**config.mk**
```make
export PLATFORM = sky130hd
export DESIGN_NAME = cache_ctrl_sa_flat
export DESIGN_NICKNAME = d
export VERILOG_FILES = /design/src/rtl/cache_ctrl_sa_pkg.sv /design/src/rtl/cache_ctrl_sa_if.sv /design/src/rtl/cache_ctrl_sa_way.sv /design/src/rtl/cache_ctrl_sa.sv /design/src/flat_wrapper.sv
export SDC_FILE = /design/constraint.sdc
export NUM_CORES = 1
export LEC_CHECK = 0
export ABC_AREA = 0
export ABC_CLOCK_PERIOD_IN_PS = 4400
export CORE_MARGIN = 2
export CORE_UTILIZATION = 60
export CTS_CLUSTER_SIZE = 25
export DETAILED_ROUTE_END_ITERATION = 7
export HOLD_SLACK_MARGIN = 0.06
export MAX_ROUTING_LAYER = met4
export PLACE_DENSITY = 0.8
export SYNTH_ARGS = -nofsm -noshare
export SYNTH_HDL_FRONTEND = slang
export SYNTH_HIERARCHICAL = 1
export SYNTH_SLANG_ARGS = --single-unit
export TNS_END_PERCENT = 50
```
**constraint.sdc**
```tcl
create_clock -name i_clk -period 4.4 [get_ports i_clk]
set_clock_uncertainty 0.1 [all_clocks]
set_input_delay 0.88 -clock i_clk [delete_from_list [all_inputs] [get_ports i_clk]]
set_output_delay 0.88 -clock i_clk [all_outputs]
set_load 0.005 [all_outputs]
```
**src/rtl/cache_ctrl_sa_pkg.sv**
```systemverilog
// Shared types and width helpers for the set-associative cache controller.
// Build option: CACHE_CTRL_STATS_EN adds hit/miss/write-back counters on the top.
package cache_ctrl_pkg;

  typedef enum logic [2:0] {
    S_IDLE,
    S_LOOKUP,
    S_WRITEBACK,
    S_REFILL,
    S_RESPOND
  } state_t;

  typedef struct packed {
    logic valid;
    logic dirty;
  } line_meta_t;

  localparam int CNT_W = 16;

  function automatic int idx_w(input int sets);
    return $clog2(sets);
  endfunction

  function automatic int tag_w(input int addr_w, input int sets);
    return addr_w - $clog2(sets);
  endfunction

  // Way select needs at least one bit even for a direct-mapped build.
  function automatic int way_w(input int ways);
    return (ways > 1) ? $clog2(ways) : 1;
  endfunction

  function automatic logic [CNT_W-1:0] sat_inc(input logic [CNT_W-1:0] v);
    return (v == '1) ? v : v + 1'b1;
  endfunction

endpackage

```
**src/rtl/cache_ctrl_sa_if.sv**
```systemverilog
// Requester and backing-memory signals of cache_ctrl_sa.
// Requester: i_start is a one-cycle strobe taken only while idle; o_done pulses once per request.
// Memory: o_mem_req/o_mem_wr/o_mem_addr/o_mem_wdata hold steady until the single-cycle i_mem_ack.
interface cache_ctrl_sa_if #(
  parameter int ADDR_W = 10,
  parameter int DATA_W = 32
);
  logic              i_start;
  logic              i_wr;
  logic [ADDR_W-1:0] i_address;
  logic [DATA_W-1:0] i_wdata;
  logic [DATA_W-1:0] o_rdata;
  logic              o_done;
  logic              o_hit;
  logic              o_busy;
  logic              o_mem_req;
  logic              o_mem_wr;
  logic [ADDR_W-1:0] o_mem_addr;
  logic [DATA_W-1:0] o_mem_wdata;
  logic [DATA_W-1:0] i_mem_rdata;
  logic              i_mem_ack;

  modport master (
    output i_start, i_wr, i_address, i_wdata, i_mem_rdata, i_mem_ack,
    input  o_rdata, o_done, o_hit, o_busy, o_mem_req, o_mem_wr, o_mem_addr, o_mem_wdata
  );

  modport slave (
    input  i_start, i_wr, i_address, i_wdata, i_mem_rdata, i_mem_ack,
    output o_rdata, o_done, o_hit, o_busy, o_mem_req, o_mem_wr, o_mem_addr, o_mem_wdata
  );
endinterface

```
**src/rtl/cache_ctrl_sa_way.sv**
```systemverilog
// One cache way: per-set valid/dirty/tag/data with a combinational index read
// and a single write port that always leaves the written line valid.
module cache_way
  import cache_ctrl_pkg::*;
#(
  parameter int SETS   = 8,
  parameter int IDX_W  = 3,
  parameter int TAG_W  = 7,
  parameter int DATA_W = 32
) (
  input  logic              clk,
  input  logic              rst,
  input  logic [IDX_W-1:0]  rd_idx,
  output logic              rd_valid,
  output logic              rd_dirty,
  output logic [TAG_W-1:0]  rd_tag,
  output logic [DATA_W-1:0] rd_data,
  input  logic              we,
  input  logic [IDX_W-1:0]  wr_idx,
  input  logic              wr_dirty,
  input  logic [TAG_W-1:0]  wr_tag,
  input  logic [DATA_W-1:0] wr_data
);

  line_meta_t        meta [SETS];
  logic [TAG_W-1:0]  tags [SETS];
  logic [DATA_W-1:0] data [SETS];

  always_ff @(posedge clk) begin
    if (rst) begin
      for (int s = 0; s < SETS; s++) meta[s] <= '0;
    end else if (we) begin
      meta[wr_idx] <= '{valid: 1'b1, dirty: wr_dirty};
    end
  end

  // Tag/data need no reset: they are only observed through a valid line.
  always_ff @(posedge clk) begin
    if (we) begin
      tags[wr_idx] <= wr_tag;
      data[wr_idx] <= wr_data;
    end
  end

  assign rd_valid = meta[rd_idx].valid;
  assign rd_dirty = meta[rd_idx].dirty;
  assign rd_tag   = tags[rd_idx];
  assign rd_data  = data[rd_idx];

endmodule

```
**src/rtl/cache_ctrl_sa.sv**
```systemverilog
// Set-associative write-back/write-allocate cache controller with per-set round-robin
// replacement. Build option: CACHE_CTRL_STATS_EN adds o_hit_cnt/o_miss_cnt/o_wb_cnt.
module cache_ctrl_sa
  import cache_ctrl_pkg::*;
#(
  parameter int ADDR_W = 10,
  parameter int DATA_W = 32,
  parameter int SETS   = 8,
  parameter int WAYS   = 2
) (
  input  logic           i_clk,
  input  logic           i_rst,
  cache_ctrl_sa_if.slave bus,
  output state_t         o_state
`ifdef CACHE_CTRL_STATS_EN
  ,
  output logic [CNT_W-1:0] o_hit_cnt,
  output logic [CNT_W-1:0] o_miss_cnt,
  output logic [CNT_W-1:0] o_wb_cnt
`endif
);

  localparam int IDX_W = idx_w(SETS);
  localparam int TAG_W = tag_w(ADDR_W, SETS);
  localparam int WAY_W = way_w(WAYS);

  state_t            state;
  logic [ADDR_W-1:0] req_addr;
  logic              req_wr;
  logic [DATA_W-1:0] req_wdata;
  logic [WAY_W-1:0]  sel_way;

  logic [IDX_W-1:0]  req_idx;
  logic [TAG_W-1:0]  req_tag;
  assign req_idx = req_addr[IDX_W-1:0];
  assign req_tag = req_addr[ADDR_W-1:IDX_W];

  logic [WAYS-1:0]   way_valid;
  logic [WAYS-1:0]   way_dirty;
  logic [WAYS-1:0]   way_we;
  logic [TAG_W-1:0]  way_tag  [WAYS];
  logic [DATA_W-1:0] way_data [WAYS];
  logic [WAY_W-1:0]  rr_ptr   [SETS];

  logic              hit_any;
  logic [WAY_W-1:0]  hit_idx;
  logic              inv_any;
  logic [WAY_W-1:0]  inv_idx;
  logic [WAY_W-1:0]  victim;
  logic              victim_dirty;
  logic              fill_we;
  logic              resp_we;
  logic [DATA_W-1:0] wr_data;

  always_comb begin
    hit_any = 1'b0;
    hit_idx = '0;
    inv_any = 1'b0;
    inv_idx = '0;
    for (int w = 0; w < WAYS; w++) begin
      if (way_valid[w] && (way_tag[w] == req_tag) && !hit_any) begin
        hit_any = 1'b1;
        hit_idx = WAY_W'(w);
      end
      if (!way_valid[w] && !inv_any) begin
        inv_any = 1'b1;
        inv_idx = WAY_W'(w);
      end
    end
  end

  assign victim       = inv_any ? inv_idx : rr_ptr[req_idx];
  assign victim_dirty = way_valid[victim] & way_dirty[victim];

  // Lines are written in two places: the refill ack and the RESPOND cycle of a write.
  assign fill_we = (state == S_REFILL) && bus.i_mem_ack;
  assign resp_we = (state == S_RESPOND) && req_wr;
  assign wr_data = resp_we ? req_wdata : bus.i_mem_rdata;

  always_comb begin
    way_we = '0;
    for (int w = 0; w < WAYS; w++) begin
      way_we[w] = (fill_we || resp_we) && (sel_way == WAY_W'(w));
    end
  end

  for (genvar g = 0; g < WAYS; g++) begin : g_way
    cache_way #(
      .SETS  (SETS),
      .IDX_W (IDX_W),
      .TAG_W (TAG_W),
      .DATA_W(DATA_W)
    ) u_way (
      .clk     (i_clk),
      .rst     (i_rst),
      .rd_idx  (req_idx),
      .rd_valid(way_valid[g]),
      .rd_dirty(way_dirty[g]),
      .rd_tag  (way_tag[g]),
      .rd_data (way_data[g]),
      .we      (way_we[g]),
      .wr_idx  (req_idx),
      .wr_dirty(resp_we),
      .wr_tag  (req_tag),
      .wr_data (wr_data)
    );
  end

  // The pointer only moves when it actually picked the victim (all ways valid).
  always_ff @(posedge i_clk) begin
    if (i_rst) begin
      for (int s = 0; s < SETS; s++) rr_ptr[s] <= '0;
    end else if ((WAYS > 1) && (state == S_LOOKUP) && !hit_any && !inv_any) begin
      rr_ptr[req_idx] <= rr_ptr[req_idx] + 1'b1;
    end
  end

  always_ff @(posedge i_clk) begin
    if (i_rst) begin
      state           <= S_IDLE;
      req_addr        <= '0;
      req_wr          <= 1'b0;
      req_wdata       <= '0;
      sel_way         <= '0;
      bus.o_rdata     <= '0;
      bus.o_done      <= 1'b0;
      bus.o_hit       <= 1'b0;
      bus.o_busy      <= 1'b0;
      bus.o_mem_req   <= 1'b0;
      bus.o_mem_wr    <= 1'b0;
      bus.o_mem_addr  <= '0;
      bus.o_mem_wdata <= '0;
    end else begin
      case (state)
        S_IDLE: begin
          if (bus.i_start) begin
            req_addr   <= bus.i_address;
            req_wr     <= bus.i_wr;
            req_wdata  <= bus.i_wdata;
            bus.o_busy <= 1'b1;
            state      <= S_LOOKUP;
          end
        end
        S_LOOKUP: begin
          if (hit_any) begin
            sel_way    <= hit_idx;
            bus.o_hit  <= 1'b1;
            bus.o_done <= 1'b1;
            if (!req_wr) bus.o_rdata <= way_data[hit_idx];
            state <= S_RESPOND;
          end else begin
            sel_way <= victim;
            if (victim_dirty) begin
              bus.o_mem_req   <= 1'b1;
              bus.o_mem_wr    <= 1'b1;
              bus.o_mem_addr  <= {way_tag[victim], req_idx};
              bus.o_mem_wdata <= way_data[victim];
              state           <= S_WRITEBACK;
            end else if (!req_wr) begin
              bus.o_mem_req  <= 1'b1;
              bus.o_mem_wr   <= 1'b0;
              bus.o_mem_addr <= req_addr;
              state          <= S_REFILL;
            end else begin
              bus.o_done <= 1'b1;
              state      <= S_RESPOND;
            end
          end
        end
        S_WRITEBACK: begin
          if (bus.i_mem_ack) begin
            bus.o_mem_wr <= 1'b0;
            if (req_wr) begin
              bus.o_mem_req <= 1'b0;
              bus.o_done    <= 1'b1;
              state         <= S_RESPOND;
            end else begin
              bus.o_mem_addr <= req_addr;
              state          <= S_REFILL;
            end
          end
        end
        S_REFILL: begin
          if (bus.i_mem_ack) begin
            bus.o_mem_req <= 1'b0;
            bus.o_rdata   <= bus.i_mem_rdata;
            bus.o_done    <= 1'b1;
            state         <= S_RESPOND;
          end
        end
        S_RESPOND: begin
          bus.o_done <= 1'b0;
          bus.o_hit  <= 1'b0;
          bus.o_busy <= 1'b0;
          state      <= S_IDLE;
        end
        default: state <= S_IDLE;
      endcase
    end
  end

  assign o_state = state;

`ifdef CACHE_CTRL_STATS_EN
  logic [CNT_W-1:0] hit_cnt;
  logic [CNT_W-1:0] miss_cnt;
  logic [CNT_W-1:0] wb_cnt;

  always_ff @(posedge i_clk) begin
    if (i_rst) begin
      hit_cnt  <= '0;
      miss_cnt <= '0;
      wb_cnt   <= '0;
    end else if (state == S_LOOKUP) begin
      if (hit_any) begin
        hit_cnt <= sat_inc(hit_cnt);
      end else begin
        miss_cnt <= sat_inc(miss_cnt);
        if (victim_dirty) wb_cnt <= sat_inc(wb_cnt);
      end
    end
  end

  assign o_hit_cnt  = hit_cnt;
  assign o_miss_cnt = miss_cnt;
  assign o_wb_cnt   = wb_cnt;
`endif

endmodule

```
**src/flat_wrapper.sv**
```systemverilog
// flat-port wrapper written by rule: the top's interface ports become plain ports
module cache_ctrl_sa_flat import cache_ctrl_pkg::*;
#(
  parameter int ADDR_W = 10,
  parameter int DATA_W = 32,
  parameter int SETS   = 8,
  parameter int WAYS   = 2
)
  (i_clk, i_rst, o_state, bus_i_start, bus_i_wr, bus_i_address, bus_i_wdata, bus_i_mem_rdata, bus_i_mem_ack, bus_o_rdata, bus_o_done, bus_o_hit, bus_o_busy, bus_o_mem_req, bus_o_mem_wr, bus_o_mem_addr, bus_o_mem_wdata);
  cache_ctrl_sa_if #(.ADDR_W(ADDR_W), .DATA_W(DATA_W)) bus_i ();
  input  logic i_clk;
  input  logic i_rst;
  output state_t o_state;
  input wire logic [$bits(bus_i.i_start)-1:0] bus_i_start;
  input wire logic [$bits(bus_i.i_wr)-1:0] bus_i_wr;
  input wire logic [$bits(bus_i.i_address)-1:0] bus_i_address;
  input wire logic [$bits(bus_i.i_wdata)-1:0] bus_i_wdata;
  input wire logic [$bits(bus_i.i_mem_rdata)-1:0] bus_i_mem_rdata;
  input wire logic [$bits(bus_i.i_mem_ack)-1:0] bus_i_mem_ack;
  output wire logic [$bits(bus_i.o_rdata)-1:0] bus_o_rdata;
  output wire logic [$bits(bus_i.o_done)-1:0] bus_o_done;
  output wire logic [$bits(bus_i.o_hit)-1:0] bus_o_hit;
  output wire logic [$bits(bus_i.o_busy)-1:0] bus_o_busy;
  output wire logic [$bits(bus_i.o_mem_req)-1:0] bus_o_mem_req;
  output wire logic [$bits(bus_i.o_mem_wr)-1:0] bus_o_mem_wr;
  output wire logic [$bits(bus_i.o_mem_addr)-1:0] bus_o_mem_addr;
  output wire logic [$bits(bus_i.o_mem_wdata)-1:0] bus_o_mem_wdata;
  assign bus_i.i_start = bus_i_start;
  assign bus_i.i_wr = bus_i_wr;
  assign bus_i.i_address = bus_i_address;
  assign bus_i.i_wdata = bus_i_wdata;
  assign bus_i.i_mem_rdata = bus_i_mem_rdata;
  assign bus_i.i_mem_ack = bus_i_mem_ack;
  assign bus_o_rdata = bus_i.o_rdata;
  assign bus_o_done = bus_i.o_done;
  assign bus_o_hit = bus_i.o_hit;
  assign bus_o_busy = bus_i.o_busy;
  assign bus_o_mem_req = bus_i.o_mem_req;
  assign bus_o_mem_wr = bus_i.o_mem_wr;
  assign bus_o_mem_addr = bus_i.o_mem_addr;
  assign bus_o_mem_wdata = bus_i.o_mem_wdata;
  cache_ctrl_sa #(.ADDR_W(ADDR_W), .DATA_W(DATA_W), .SETS(SETS), .WAYS(WAYS)) u_core (.i_clk(i_clk), .i_rst(i_rst), .bus(bus_i), .o_state(o_state));
endmodule
```
==> reports/metrics.yaml <==
run_status:
  status: "completed"
final_layout:
  mostFrequentLayoutCell: "edfxtp_1"
  ff_latch_area_um2: 22370
  area.growth.synth_to_final_pct: 16.00
  final_cell_area_um2: 37530
  fillers: 3164
  multi_input_area_um2: 9288
  most-common-layout-cells: "edfxtp_1, nand2_1, clkdlybuf4s50_1"
  drive_gt1_frac: 0.1561
  antenna_cells: 0
  final_nets: 2180
timing:
  setup_viol: 0
  rsz0062_at_grt: "false"
  post-route-period-util: 0.9704
  hold_violations: 0
  fmaxAchievable_ghz: 0.2342
  slew_headroom: 0.3244
  fin_tns_setup_ps: 0
  layout_min_cycle_time_ps: 4270
  finalMaxSlewViolations: 0
  worst_pin_slew_ps: 1010
  setup_ws_ps: 130.4
clock_tree:
  cts_tree: "built"
  clock_path_buffers: 3
  root_buffer: "clkbuf_16"
  htree_levels: 3
  post_cts_buffers: 0
  cts_num_sinks: 793
  holdBufCountCts: 0
  cts_resized: 0
  cts_buffers: 77
  cts.clk_slew.worst_paths_ps: 60
  clock_latency_ps: 620
floorplan:
  die_h_um: 236.2
  die_area_um2: 55800
  start_util: 0.6037
  placementRows: 85
  core_area_um2: 53600
  die_w_um: 236.2
  ios: 161
yosys:
  syn_area_um2: 32360
  netlist-cell-type-count: 50
  postSynth.asyncResetShare: 0
  synth_edf_count: 648
  yosysSeqAreaShare: 0.6911
  yosys_warnings: 6
  synth_area_per_cell_um2: 16.93
  netlist_instances: 1911
  syn_nets: 1990
  synth_flop_cell: "edfxtp_1"
  synth_seq_cells: 793
critical_path:
  cp-end-kind: "flip-flop"
  slowest_delay_ps: 690
  cp_slowest_cell: "dfxtp_4"
  crit_type: "reg2reg"
  worstPathRequired_ps: 4810
  r2r_slack_ps: 130
  cp_cell_sequence: "mux4_1 -> mux2_2 -> xor2_1 -> nor4_1 -> buf_4 -> and4_2 -> nor2_1 -> o311a_1 -> buf_4 -> a22o_1"
  cp_common_cell: "buf_4"
  worstPathArrival_ps: 4680
  start_kind: "flip-flop"
  path_max_fanout: 32
place:
  portBuffers: 160
  hpwl_mm: 45.20
  routabilityCongestion: 0.9179
  dpl_cell_area_um2: 34980
  pre_cts_ws_ps: 340.8
power_and_ir_drop:
  total_power_w: 0.01659
  vdd.ir_drop.worst_mv: 0.4183
  p_leak_nw: 12.37
  powerDensity_nw_per_um2: 441.9
global_route:
  grt_max_degree: 68
  grt_pass1_vias: 19352
  grt_usage: 0.3023
  grt_pass1_wl_mm: 120.6
  antenna_found_initial: 0
  grt.overflow.total: 0
drt:
  drtAntennaViolNets: 0
  drtIter0Drc: 2437
  vias: 19078
  vias_per_cell: 6.668
  drc: 0
  wl_mm: 81.42
  wl_per_cell_um: 28.46
  dr.pass1.iters: 6
min_path:
  hold_path.class: "reg2reg"
flow_run:
  drv_cap: 0
==> where the power goes <==
part	leakage, nW	switching, W	total [W]	internal [W]
Sequential	7.06	0.000131	0.00836	0.00823
Combinational	4.06	0.000874	0.00159	0.000715
Clock	1.26	0.00281	0.00664	0.00383
Total	12.4	0.00382	0.0166	0.0128
==> final timing paths <==
path	start	end	cells after the start
worst max register to register	u_core/req_addr[0]	u_core/bus.o_rdata[31]	10
worst max-delay path	u_core/req_addr[0]	u_core/bus.o_rdata[31]	10
worst min register to register	u_core/g_way[0].u_way/meta[5][1]	u_core/g_way[0].u_way/meta[5][1]	2
worst min-delay path	u_core/g_way[0].u_way/meta[5][1]	u_core/g_way[0].u_way/meta[5][1]	2
==> logic make-up (layout without fill, tap and decap cells) <==
group / count (synthesis) / count (layout) / synth area share
AND/OR/NAND/NOR: 406 / 406 / 0.05576
buffers and inverters: 158 / 412 / 0.02316
XOR/XNOR: 14 / 14 / 0.003789
flip-flops: 793 / 793 / 0.6911
multiplexers: 294 / 294 / 0.1761
AO/OA/AOI/OAI: 246 / 246 / 0.05015
==> per-layer routing <==
metal / track usage / wire length [um]
met1: 0.4036 / 30280
met2: 0.4640 / 38860
met5: - / 0
met4: 0.1162 / 3060
met3: 0.06284 / 9227
==> critical path, delay by kind of cell, from the launching register on <==
kind            cells  cell delay (ps)
simple gates        3             1010
xor+xnor            1              150
compound gates      2              650
buf+inv             2              540
flops               1              690
mux                 2             1020
==> flip-flops by register name, summed over array words and instances (netlist names), named ones only <==
| register | count |
|---|---|
| u_core/g_way.u_way/tags | 112 |
| u_core/bus.o_hit | 1 |
| u_core/bus.o_mem_addr | 10 |
| u_core/g_way.u_way/data | 512 |
| u_core/req_addr | 10 |
| u_core/bus.o_mem_wr | 1 |
| u_core/rr_ptr | 8 |
| u_core/req_wr | 1 |
| u_core/bus.o_busy | 1 |
| u_core/bus.o_mem_wdata | 32 |
| u_core/o_state | 3 |
| u_core/g_way.u_way/meta | 32 |
| u_core/req_wdata | 32 |
| u_core/bus.o_mem_req | 1 |
| u_core/bus.o_rdata | 32 |
| u_core/sel_way | 1 |
| u_core/bus.o_done | 1 |
==> layout make-up <==
type / instances / share of cell area
Timing Repair Buffer: 234 / 0.06174
Clock inverter: 30 / 0.008934
Multi-Input combinational cell: 960 / 0.2474
Inverter: 35 / 0.003500
Sequential cell: 793 / 0.5961
Tap cell: 696 / 0.02320
Clock buffer: 113 / 0.05914
==> Yosys cell counts, types with 2 or more instances <==
| master | instances | area (um^2) |
|---|---|---|
| a211oi_1 | 34 | 255.2 |
| a21boi_0 | 9 | 67.56 |
| a21oi_1 | 65 | 325.3 |
| a22o_1 | 32 | 280.3 |
| a31o_2 | 4 | 35.03 |
| a31oi_1 | 34 | 212.7 |
| and4bb_2 | 2 | 25.02 |
| buf_1 | 24 | 90.09 |
| buf_2 | 16 | 80.08 |
| buf_6 | 18 | 202.7 |
| clkbuf_1 | 64 | 240.2 |
| dfxtp_1 | 145 | 2903 |
| edfxtp_1 | 648 | 19460 |
| inv_1 | 35 | 131.4 |
| mux2_2 | 85 | 957.2 |
| mux2i_1 | 42 | 420.4 |
| mux4_1 | 152 | 3994 |
| mux4_2 | 13 | 292.8 |
| nand2_1 | 200 | 750.7 |
| nand2b_1 | 25 | 156.4 |
| nand3_1 | 43 | 215.2 |
| nand4_1 | 7 | 43.79 |
| nand4b_1 | 6 | 52.55 |
| nand4bb_1 | 4 | 45.04 |
| nor2_1 | 97 | 364.1 |
| nor2b_1 | 3 | 18.77 |
| nor3_1 | 5 | 25.02 |
| nor4_1 | 2 | 12.51 |
| o211ai_1 | 2 | 15.01 |
| o21a_1 | 4 | 30.03 |
| o21ai_0 | 46 | 230.2 |
| o21ba_2 | 2 | 20.02 |
| o221a_2 | 7 | 78.83 |
| or2_2 | 6 | 37.54 |
| or4b_2 | 3 | 30.03 |
| xnor2_1 | 8 | 70.07 |
| xor2_1 | 6 | 52.55 |
==> metrics by stage <==
| stage | hold slack, ps | std cells | util |
|---|---|---|---|
| floorplan | 320.8 | 1911 | - |
| global placement | 329.3 | 2718 | 0.6526 |
| detailed placement | 336.6 | 2718 | 0.6526 |
| CTS | 345.9 | 2861 | 0.7003 |
| global route | 373.4 | 2861 | 0.7003 |
| finish | 344.0 | 2861 | 0.7003 |
No activity file was read; power rests on OpenSTA's default activity.
